--- src/rtl/syscall_console_unit.sv ---
// rtl/syscall_console_unit.sv - MIPS syscall service unit: print_int/print_string/exit, TX byte FIFO, watchdog
module syscall_console_unit #(
  parameter int FIFO_DEPTH  = 16,
  parameter int DM_AW       = 30,
  parameter int MAX_STR     = 256,
  parameter int WDOG_CYCLES = 100000000
) (
  input  logic             clk,
  input  logic             rst,
  input  logic             syscall_i,
  input  logic [31:0]      v0_i,
  input  logic [31:0]      a0_i,
  output logic             stall_o,
  output logic             dm_req_o,
  output logic [DM_AW-1:0] dm_addr_o,
  input  logic [31:0]      dm_rdata_i,
  output logic             tx_valid_o,
  output logic [7:0]       tx_data_o,
  input  logic             tx_ready_i,
  output logic             halt_o,
  output logic             err_o,
  output logic             wdog_o
);

  localparam int PW = (FIFO_DEPTH > 1) ? $clog2(FIFO_DEPTH) : 1;
  localparam int CW = $clog2(MAX_STR + 1);
  localparam logic [PW:0]   FULL_CNT  = (PW+1)'(FIFO_DEPTH);
  localparam logic [CW-1:0] LAST_STR  = CW'(MAX_STR - 1);
  localparam logic [31:0]   WDOG_LIM  = 32'(WDOG_CYCLES);
  localparam logic [31:0]   V0_INT    = 32'd1;
  localparam logic [31:0]   V0_STR    = 32'd4;
  localparam logic [31:0]   V0_EXIT   = 32'd10;

  typedef enum logic [2:0] {
    S_IDLE, S_INT_CONV, S_INT_EMIT, S_STR_REQ, S_STR_WAIT, S_STR_EMIT, S_EXIT_DRAIN, S_HALTED
  } state_t;

  state_t          state_q, state_d;
  logic            neg_q, neg_d;
  logic            sgn_q, sgn_d;
  logic            lead_q, lead_d;
  logic [31:0]     bin_q, bin_d;
  logic [39:0]     bcd_q, bcd_d;
  logic [39:0]     bcd_adj;
  logic [4:0]      cnt_q, cnt_d;
  logic [3:0]      idx_q, idx_d;
  logic [31:0]     addr_q, addr_d;
  logic [31:0]     word_q, word_d;
  logic [CW-1:0]   scnt_q, scnt_d;
  logic            halt_q, halt_d;
  logic            err_q, err_d;
  logic            wdog_q, wdog_d;
  logic [31:0]     wcnt_q, wcnt_d;

  logic [7:0]      fifo_q [FIFO_DEPTH];
  logic [PW-1:0]   wr_q, wr_d, rd_q, rd_d;
  logic [PW:0]     fcnt_q, fcnt_d;

  logic            accept, fifo_empty, fifo_full, pop, can_push, push;
  logic [7:0]      push_data;
  logic [3:0]      cur_dig;
  logic [7:0]      cur_byte;
  logic [31:0]     mag;

  assign accept     = syscall_i & ~halt_q & ~wdog_q;
  assign stall_o    = (state_q != S_IDLE) | accept;
  assign fifo_empty = (fcnt_q == '0);
  assign fifo_full  = (fcnt_q == FULL_CNT);
  assign pop        = ~fifo_empty & tx_ready_i;
  assign can_push   = ~fifo_full | pop;
  assign tx_valid_o = ~fifo_empty;
  assign tx_data_o  = fifo_empty ? 8'h00 : fifo_q[rd_q];
  assign dm_req_o   = (state_q == S_STR_REQ);
  assign dm_addr_o  = dm_req_o ? addr_q[DM_AW+1:2] : '0;
  assign halt_o     = halt_q;
  assign err_o      = err_q;
  assign wdog_o     = wdog_q;
  assign cur_dig    = bcd_q[{idx_q, 2'b00} +: 4];
  assign cur_byte   = word_q[{addr_q[1:0], 3'b000} +: 8];
  assign mag        = a0_i[31] ? (~a0_i + 32'd1) : a0_i;

  // Double-dabble add-3 correction applied to every BCD digit before the shift
  always_comb begin
    bcd_adj = bcd_q;
    for (int i = 0; i < 10; i++) begin
      if (bcd_q[4*i +: 4] >= 4'd5) bcd_adj[4*i +: 4] = bcd_q[4*i +: 4] + 4'd3;
    end
  end

  // Next-state and datapath: call dispatch, integer conversion/emit, string walk, exit drain
  always_comb begin
    state_d   = state_q;
    neg_d     = neg_q;
    sgn_d     = sgn_q;
    lead_d    = lead_q;
    bin_d     = bin_q;
    bcd_d     = bcd_q;
    cnt_d     = cnt_q;
    idx_d     = idx_q;
    addr_d    = addr_q;
    word_d    = word_q;
    scnt_d    = scnt_q;
    halt_d    = halt_q;
    err_d     = 1'b0;
    push      = 1'b0;
    push_data = 8'h00;
    case (state_q)
      S_IDLE: begin
        if (accept) begin
          case (v0_i)
            V0_INT: begin
              neg_d   = a0_i[31];
              bin_d   = mag;
              bcd_d   = '0;
              cnt_d   = '0;
              state_d = S_INT_CONV;
            end
            V0_STR: begin
              addr_d  = a0_i;
              scnt_d  = '0;
              state_d = S_STR_REQ;
            end
            V0_EXIT: state_d = S_EXIT_DRAIN;
            default: err_d = 1'b1;
          endcase
        end
      end
      S_INT_CONV: begin
        bcd_d = {bcd_adj[38:0], bin_q[31]};
        bin_d = {bin_q[30:0], 1'b0};
        cnt_d = cnt_q + 5'd1;
        if (cnt_q == 5'd31) begin
          idx_d   = 4'd9;
          sgn_d   = neg_q;
          lead_d  = 1'b0;
          state_d = S_INT_EMIT;
        end
      end
      S_INT_EMIT: begin
        if (sgn_q) begin
          if (can_push) begin
            push      = 1'b1;
            push_data = 8'h2D;
            sgn_d     = 1'b0;
          end
        end else if (!lead_q && cur_dig == 4'd0 && idx_q != 4'd0) begin
          idx_d = idx_q - 4'd1;
        end else if (can_push) begin
          push      = 1'b1;
          push_data = {4'h3, cur_dig};
          lead_d    = 1'b1;
          if (idx_q == 4'd0) state_d = S_IDLE;
          else               idx_d   = idx_q - 4'd1;
        end
      end
      S_STR_REQ:  state_d = S_STR_WAIT;
      S_STR_WAIT: begin
        word_d  = dm_rdata_i;
        state_d = S_STR_EMIT;
      end
      S_STR_EMIT: begin
        if (cur_byte == 8'h00) begin
          state_d = S_IDLE;
        end else if (can_push) begin
          push      = 1'b1;
          push_data = cur_byte;
          addr_d    = addr_q + 32'd1;
          scnt_d    = scnt_q + 1'b1;
          if (scnt_q == LAST_STR) begin
            err_d   = 1'b1;
            state_d = S_IDLE;
          end else if (addr_q[1:0] == 2'd3) begin
            state_d = S_STR_REQ;
          end
        end
      end
      S_EXIT_DRAIN: begin
        if (fifo_empty) begin
          halt_d  = 1'b1;
          state_d = S_HALTED;
        end
      end
      S_HALTED: state_d = S_HALTED;
      default:  state_d = S_IDLE;
    endcase
  end

  // FSM state and call datapath registers
  always_ff @(posedge clk or negedge rst) begin
    if (!rst) begin
      state_q <= S_IDLE;
      neg_q   <= 1'b0;
      sgn_q   <= 1'b0;
      lead_q  <= 1'b0;
      bin_q   <= '0;
      bcd_q   <= '0;
      cnt_q   <= '0;
      idx_q   <= '0;
      addr_q  <= '0;
      word_q  <= '0;
      scnt_q  <= '0;
      halt_q  <= 1'b0;
      err_q   <= 1'b0;
    end else begin
      state_q <= state_d;
      neg_q   <= neg_d;
      sgn_q   <= sgn_d;
      lead_q  <= lead_d;
      bin_q   <= bin_d;
      bcd_q   <= bcd_d;
      cnt_q   <= cnt_d;
      idx_q   <= idx_d;
      addr_q  <= addr_d;
      word_q  <= word_d;
      scnt_q  <= scnt_d;
      halt_q  <= halt_d;
      err_q   <= err_d;
    end
  end

  // FIFO pointer and occupancy update; push+pop together leaves the count unchanged
  always_comb begin
    wr_d   = wr_q;
    rd_d   = rd_q;
    fcnt_d = fcnt_q;
    if (push) wr_d = wr_q + 1'b1;
    if (pop)  rd_d = rd_q + 1'b1;
    if (push && !pop)      fcnt_d = fcnt_q + 1'b1;
    else if (!push && pop) fcnt_d = fcnt_q - 1'b1;
  end

  // TX FIFO storage and pointers
  always_ff @(posedge clk or negedge rst) begin
    if (!rst) begin
      for (int i = 0; i < FIFO_DEPTH; i++) fifo_q[i] <= 8'h00;
      wr_q   <= '0;
      rd_q   <= '0;
      fcnt_q <= '0;
    end else begin
      if (push) fifo_q[wr_q] <= push_data;
      wr_q   <= wr_d;
      rd_q   <= rd_d;
      fcnt_q <= fcnt_d;
    end
  end

  // Watchdog: counts while running, freezes once tripped or after exit
  always_comb begin
    wcnt_d = wcnt_q;
    wdog_d = wdog_q;
    if (WDOG_CYCLES != 0 && !wdog_q && !halt_q) begin
      wcnt_d = wcnt_q + 32'd1;
      if (wcnt_d == WDOG_LIM) wdog_d = 1'b1;
    end
  end

  // Watchdog registers
  always_ff @(posedge clk or negedge rst) begin
    if (!rst) begin
      wcnt_q <= '0;
      wdog_q <= 1'b0;
    end else begin
      wcnt_q <= wcnt_d;
      wdog_q <= wdog_d;
    end
  end

endmodule

--- config.mk ---
export PLATFORM = sky130hd
export DESIGN_NAME = syscall_console_unit
export DESIGN_NICKNAME = d
export VERILOG_FILES = /design/src/rtl/syscall_console_unit.sv
export SDC_FILE = /design/constraint.sdc
export NUM_CORES = 1
export LEC_CHECK = 0
export CAP_MARGIN = 20
export CORE_MARGIN = 2
export CORE_UTILIZATION = 54
export DETAILED_ROUTE_END_ITERATION = 7
export PLACE_DENSITY_LB_ADDON = 0.05
export SYNTH_ARGS = -nofsm -noshare
export SYNTH_HDL_FRONTEND = slang
export SYNTH_SLANG_ARGS = --single-unit
--- constraint.sdc ---
create_clock -name clk -period 3.77 [get_ports clk]
set_clock_uncertainty 0.1 [all_clocks]
set_input_delay 0.754 -clock clk [delete_from_list [all_inputs] [get_ports clk]]
set_output_delay 0.754 -clock clk [all_outputs]
set_load 0.05 [all_outputs]
### Word-level counts from Yosys, hierarchy flattened

Index checks and enable logic that the tools add are counted.

* bits in registers: 336
* input port bits: 100
* word-level logic and storage cells: 230

* add/subtract/negate cells: 20
* magnitude comparators: 13
* equality and inequality tests: 31
* shift-type cells: 2
* multiplexer cells: 86
* bitwise operators: 12
* reductions and logical operators: 32

Operators by type and width (count)
* 2-to-1 mux 32 bit: 7
* bitwise mux 128 bit: 1
* one-hot mux 32 bit (2 select lines): 2
* adder 32 x 1 -> 32 bit, second input constant: 3
* 2-to-1 mux 40 bit: 2
* one-hot mux 40 bit (2 select lines): 1
* 2-to-1 mux 4 bit: 14
* 2-to-1 mux 8 bit: 7
* >= comparator 4 x 3 -> 1 bit, second input constant: 10
* variable part select 40 x 7 -> 4 bit: 1
* adder 4 x 2 -> 4 bit, second input constant: 9
* 2-to-1 mux 3 bit: 12
* 2-to-1 mux 9 bit: 4
* binary-select mux 8 bit (select 4 bit): 1
* demux 8 bit (select 4 bit): 1
* equality test 32 x 1 -> 1 bit, second input constant: 1
* equality test 32 x 27 -> 1 bit, second input constant: 1
* equality test 32 x 3 -> 1 bit, second input constant: 1
* equality test 32 x 4 -> 1 bit, second input constant: 1
* NOT 32 bit: 1
* variable part select 32 x 6 -> 8 bit: 1
* 2-to-1 mux 30 bit: 1
* one-hot mux 3 bit (8 select lines): 1
* 2-to-1 mux 5 bit: 4
* 45 further kinds: 109

### Depth between registers and ports, before layout

* word-level depth: 12
* gate-level depth with buffers: 18

### Worst setup path before layout

Ideal clock, no wire load.

* kind: reg-to-reg
* start: register addr_q[0]
* end: register fcnt_q[4]
* setup time: 0.125 ns
* data arrival time: 3.672 ns
* required time: 3.545 ns
* setup slack: -0.127 ns
* cell stages (with the launch flop): 17
* buffers on the path: 3
* period minus slack after synthesis: 3.897 ns
* cell sequence: dfrtp_1 buf_6 mux4_2 or4_4 o21ai_4 nand2b_2 buf_4 buf_2 nand2_1 ha_1 inv_1 ha_1 a21o_1 a21oi_1 xnor2_1 nor2_1 xor2_1

* cells in the longest elaborated chain, start to end: 7
* elaborated cells on any way between the ends: 9

RTL lines
* start, declared: line 47 `logic [31:0] addr_q, addr_d;`
* start signal, assigned: line 213 `addr_q <= addr_d;`
* variable part select 32 x 6 -> 8 bit *: line 79 `assign cur_byte = word_q[{addr_q[1:0], 3'b000} +: 8];`
* zero test 8 bit *: line 162 `if (cur_byte == 8'h00) begin`
* 2-to-1 mux 1 bit *: line 162
* one-hot mux 1 bit (2 select lines) *: line 107 `case (state_q)`
* zero test 1 bit: line 229 `else if (!push && pop) fcnt_d = fcnt_q - 1'b1;`
* logical AND 1 bit: line 229
* nonzero test 2 bit (no line)
* end signal, assigned: line 243 `fcnt_q <= fcnt_d;`
* end, declared: line 57 `logic [PW:0] fcnt_q, fcnt_d;`

Mark *: on every way between the ends. The rest lies on a longest branch, timed or not.
A chain may end at the register's enable or synchronous reset.

### Worst setup path in the final report

* start: register fcnt_q[0]
* end: output port tx_valid_o

* cells in the longest elaborated chain, start to end: 2

RTL lines
* zero test 5 bit: line 67 `assign fifo_empty = (fcnt_q == '0);`
* NOT 1 bit: line 71 `assign tx_valid_o = ~fifo_empty;`
* end, declared: line 17 `output logic tx_valid_o,`

No other way between the ends.

==> flow_summary.toml <==
[route]
routed_wirelength_mm = 46.83
remaining_drc_errors = 0
routedWlPerCell_um = 20.20
antenna_left = 0
dr.pass1.iters = 5
route.vias.total = 13915
via_per_inst = 6.003
drtIter0Drc = 888

[place]
port_buffers = 143
routabilityCongestion = 0.9511
detailedPlacementHpwl_mm = 32.76
post_place_cell_area_mm2 = 0.02057

[cts]
post_cts_resize_count = 0
ctsHtreeMaxLevel = 2
clock_sink_count = 336
clk_pin_slew_ns = 0.06
clock_network_latency_to_the_later_pin_of_the_worst_skew_pair_ns = 0.54
clock_tree.buffer_depth = 3
postCtsSetupRepairBufs = 0
numCtsBuffers = 39
cts_hold_buf = 0
tritoncts = "yes"
cts.root.buffer_cell = "clkbuf_16"

[synth]
synth.top_cells.by_area = "dfrtp_1 46%, mux4_2 6.1%, mux2_2 5.3%"
synth-edff-count = 0
syn-mean-instance-area_um2 = 10.95
synth.top_cell.area_share_pct = 45.53
synth_largest_area_cell = "dfrtp_1"
yosysWarnings = 0
synth_fp_nets = 1826
synth.ff_latch_count = 336
synthTopCellsByCount = "336 x dfrtp_1, 131 x nand2_1, 87 x mux2_2, 87 x o21ai_0, 81 x nor2_1"
async_flop_share_pct = 100.0
synth_cells = 1686
synth_cell_type_count = 84
synth_seq_area_share_pct = 45.53
synth.cell_area_mm2 = 0.01847
synthMostInstantiatedCell = "dfrtp_1"
synthFlopType = "dfrtp_1"

[sta]
timing_hold_violations_final = 0
setup_violations = 0
period_minus_slack_ns = 3.639
timing.hold.ws_ns = 0.1469
final_min_period_over_clock_period_pct = 96.53
rsz0062_at_grt = "false"
upper_clock_frequency_limit_mhz = 274.8
final_count_of_pins_violating_max_slew = 0
max-slew-margin-rel_pct = 26.15
worst_pin_slew_ns = 1.100

[finish]
finalInstanceArea_mm2 = 0.02191
filler_cell_count = 2660
antenna-diode-count = 0
nNetsFinal = 1981
drive_gt1_share_pct = 19.30
area_delta_synth_final_pct = 18.62

[die]
chipWidth_um = 188.9
start_util_pct = 54.94
rows = 67
core_region_area_mm2 = 0.03362
dieArea_mm2 = 0.03570
die_height_um = 188.9
top_level_ports = 144

[power_and_ir_drop]
power.density_mw_per_mm2 = 398.2
power.leakage_nw = 9.740
maximum_vdd_drop_mv = 0.4100

[global_route]
number_of_global_route_vias_before_repair = 14182
grt_antenna_before_repair = 0
grt_pass1_wl_mm = 76.82
grt-ovfl-total = 0
groute.usage.overall_pct = 27.03
grt_start_max_net_pins = 109

[worst_setup_path]
critPathArrivalTime_ns = 2.79
reg2reg_depth = 13
critPathRequiredTime_ns = 2.92
path_max_fanout = 9
r2r_start = "addr_q[0]$_DFFE_PN0P_"
setup.worst_path.end_class = "output port"
r2r_setup_slack_ns = 0.18
crit-reg2reg-capture = "fcnt_q[4]$_DFFE_PN0P_"
cp-start-kind = "flip-flop"
worst-setup-path-type = "flip-flop to output port"

[flow_run]
maxCapViolations = 0

[outcome]
outcome = "finished clean"

[worst_hold_path]
hp-class = "input pin to async pin"
==> critical path: stages, from the launching register on <==
cell and delay [ns]:
dfrtp_1 0.44, or4_1 0.58, nor2_1 0.23, inv_1 0.09
buf_4 0.19, clkdlybuf4s50_1 0.71
==> kinds of logic (layout without fill, tap and decap cells) <==
| kind of cell | Yosys count | after routing | synth area share (%) |
|---|---|---|---|
| xor+xnor | 99 | 99 | 4.695 |
| buf+inv | 146 | 330 | 3.313 |
| fa+ha+maj | 40 | 40 | 2.751 |
| mux | 229 | 229 | 17.26 |
| flops | 336 | 336 | 45.53 |
| simple gates | 487 | 487 | 13.49 |
| compound gates | 349 | 349 | 12.97 |
==> where the power goes <==
| group | switching (W) | internal [W] |
|---|---|---|
| Sequential | 0.000138 | 0.00366 |
| Clock | 0.00154 | 0.00242 |
| Combinational | 0.000502 | 0.000466 |
==> metal layers <==
| layer | wire length [µm] | part of all wire (%) | global-route usage, % | up-vias |
|---|---|---|---|---|
| met1 | 20460 | 44 | 36.58 | 6943 |
| li1 | - | - | - | 6508 |
| met2 | 22580 | 48 | 45.08 | 385 |
| met5 | 0 | 0 | 0 | - |
| met3 | 2404 | 5.1 | 4.041 | 79 |
| met4 | 1373 | 2.9 | 8.564 | 0 |
==> worst max path at each step <==
stage                                       end             startpoint
final                                tx_valid_o  fcnt_q[0]$_DFFE_PN0P_
after global routing      fcnt_q[4]$_DFFE_PN0P_  addr_q[0]$_DFFE_PN0P_
after CTS                          tx_data_o[4]    rd_q[0]$_DFFE_PN0P_
after detailed placement  bin_q[29]$_DFFE_PN0P_                a0_i[4]
after global placement    bin_q[29]$_DFFE_PN0P_                a0_i[4]
after floorplan           fcnt_q[4]$_DFFE_PN0P_  addr_q[0]$_DFFE_PN0P_
==> stage by stage <==
step                instances  setup TNS [ns]  utilization [%]  total power (W)  setup WS (ns)
finish                   2318               0            65.17         0.008723         0.1308
global route             2318               0            65.17         0.009053       0.002134
CTS                      2318               0            65.17         0.008819        0.05113
detailed placement       2248        -0.07960            61.19         0.004840       -0.04646
global placement         2248               0            61.19         0.004823        0.05625
floorplan                1686               0                -         0.004379        0.01940
==> cell type report <==
type / instances / area (µm²) / share of cell area (%)
Timing Repair Buffer: 208 / 1917 / 8.749
Clock buffer: 49 / 1064 / 4.854
Clock inverter: 21 / 275.3 / 1.256
Multi-Input combinational cell: 1204 / 9482 / 43.28
Inverter: 52 / 195.2 / 0.8909
Sequential cell: 336 / 8416 / 38.41
Tap cell: 448 / 560.5 / 2.559
==> sequential cells by signal, summed over array words and instances (netlist names), named ones only <==
signal	count
bin_q	32
rd_q	4
state_q	2
addr_q	32
fcnt_q	5
cnt_q	5
word_q	32
idx_q	4
fifo_q	128
neg_q	1
sgn_q	1
lead_q	1
wdog_o	1
scnt_q	9
wcnt_q	32
halt_o	1
bcd_q	40
wr_q	4
err_o	1
==> cells in the final DEF (no fill, tap or decap), types with 52 or more instances in the layout <==
cell type        instances
dfrtp_1                332
nand2_1                131
clkdlybuf4s50_1        109
buf_4                   92
mux2_2                  87
o21ai_0                 87
nor2_1                  79
nand3_1                 74
mux2_1                  70
a21oi_1                 61
xnor2_1                 52
No activity file was read; power rests on OpenSTA's default activity.
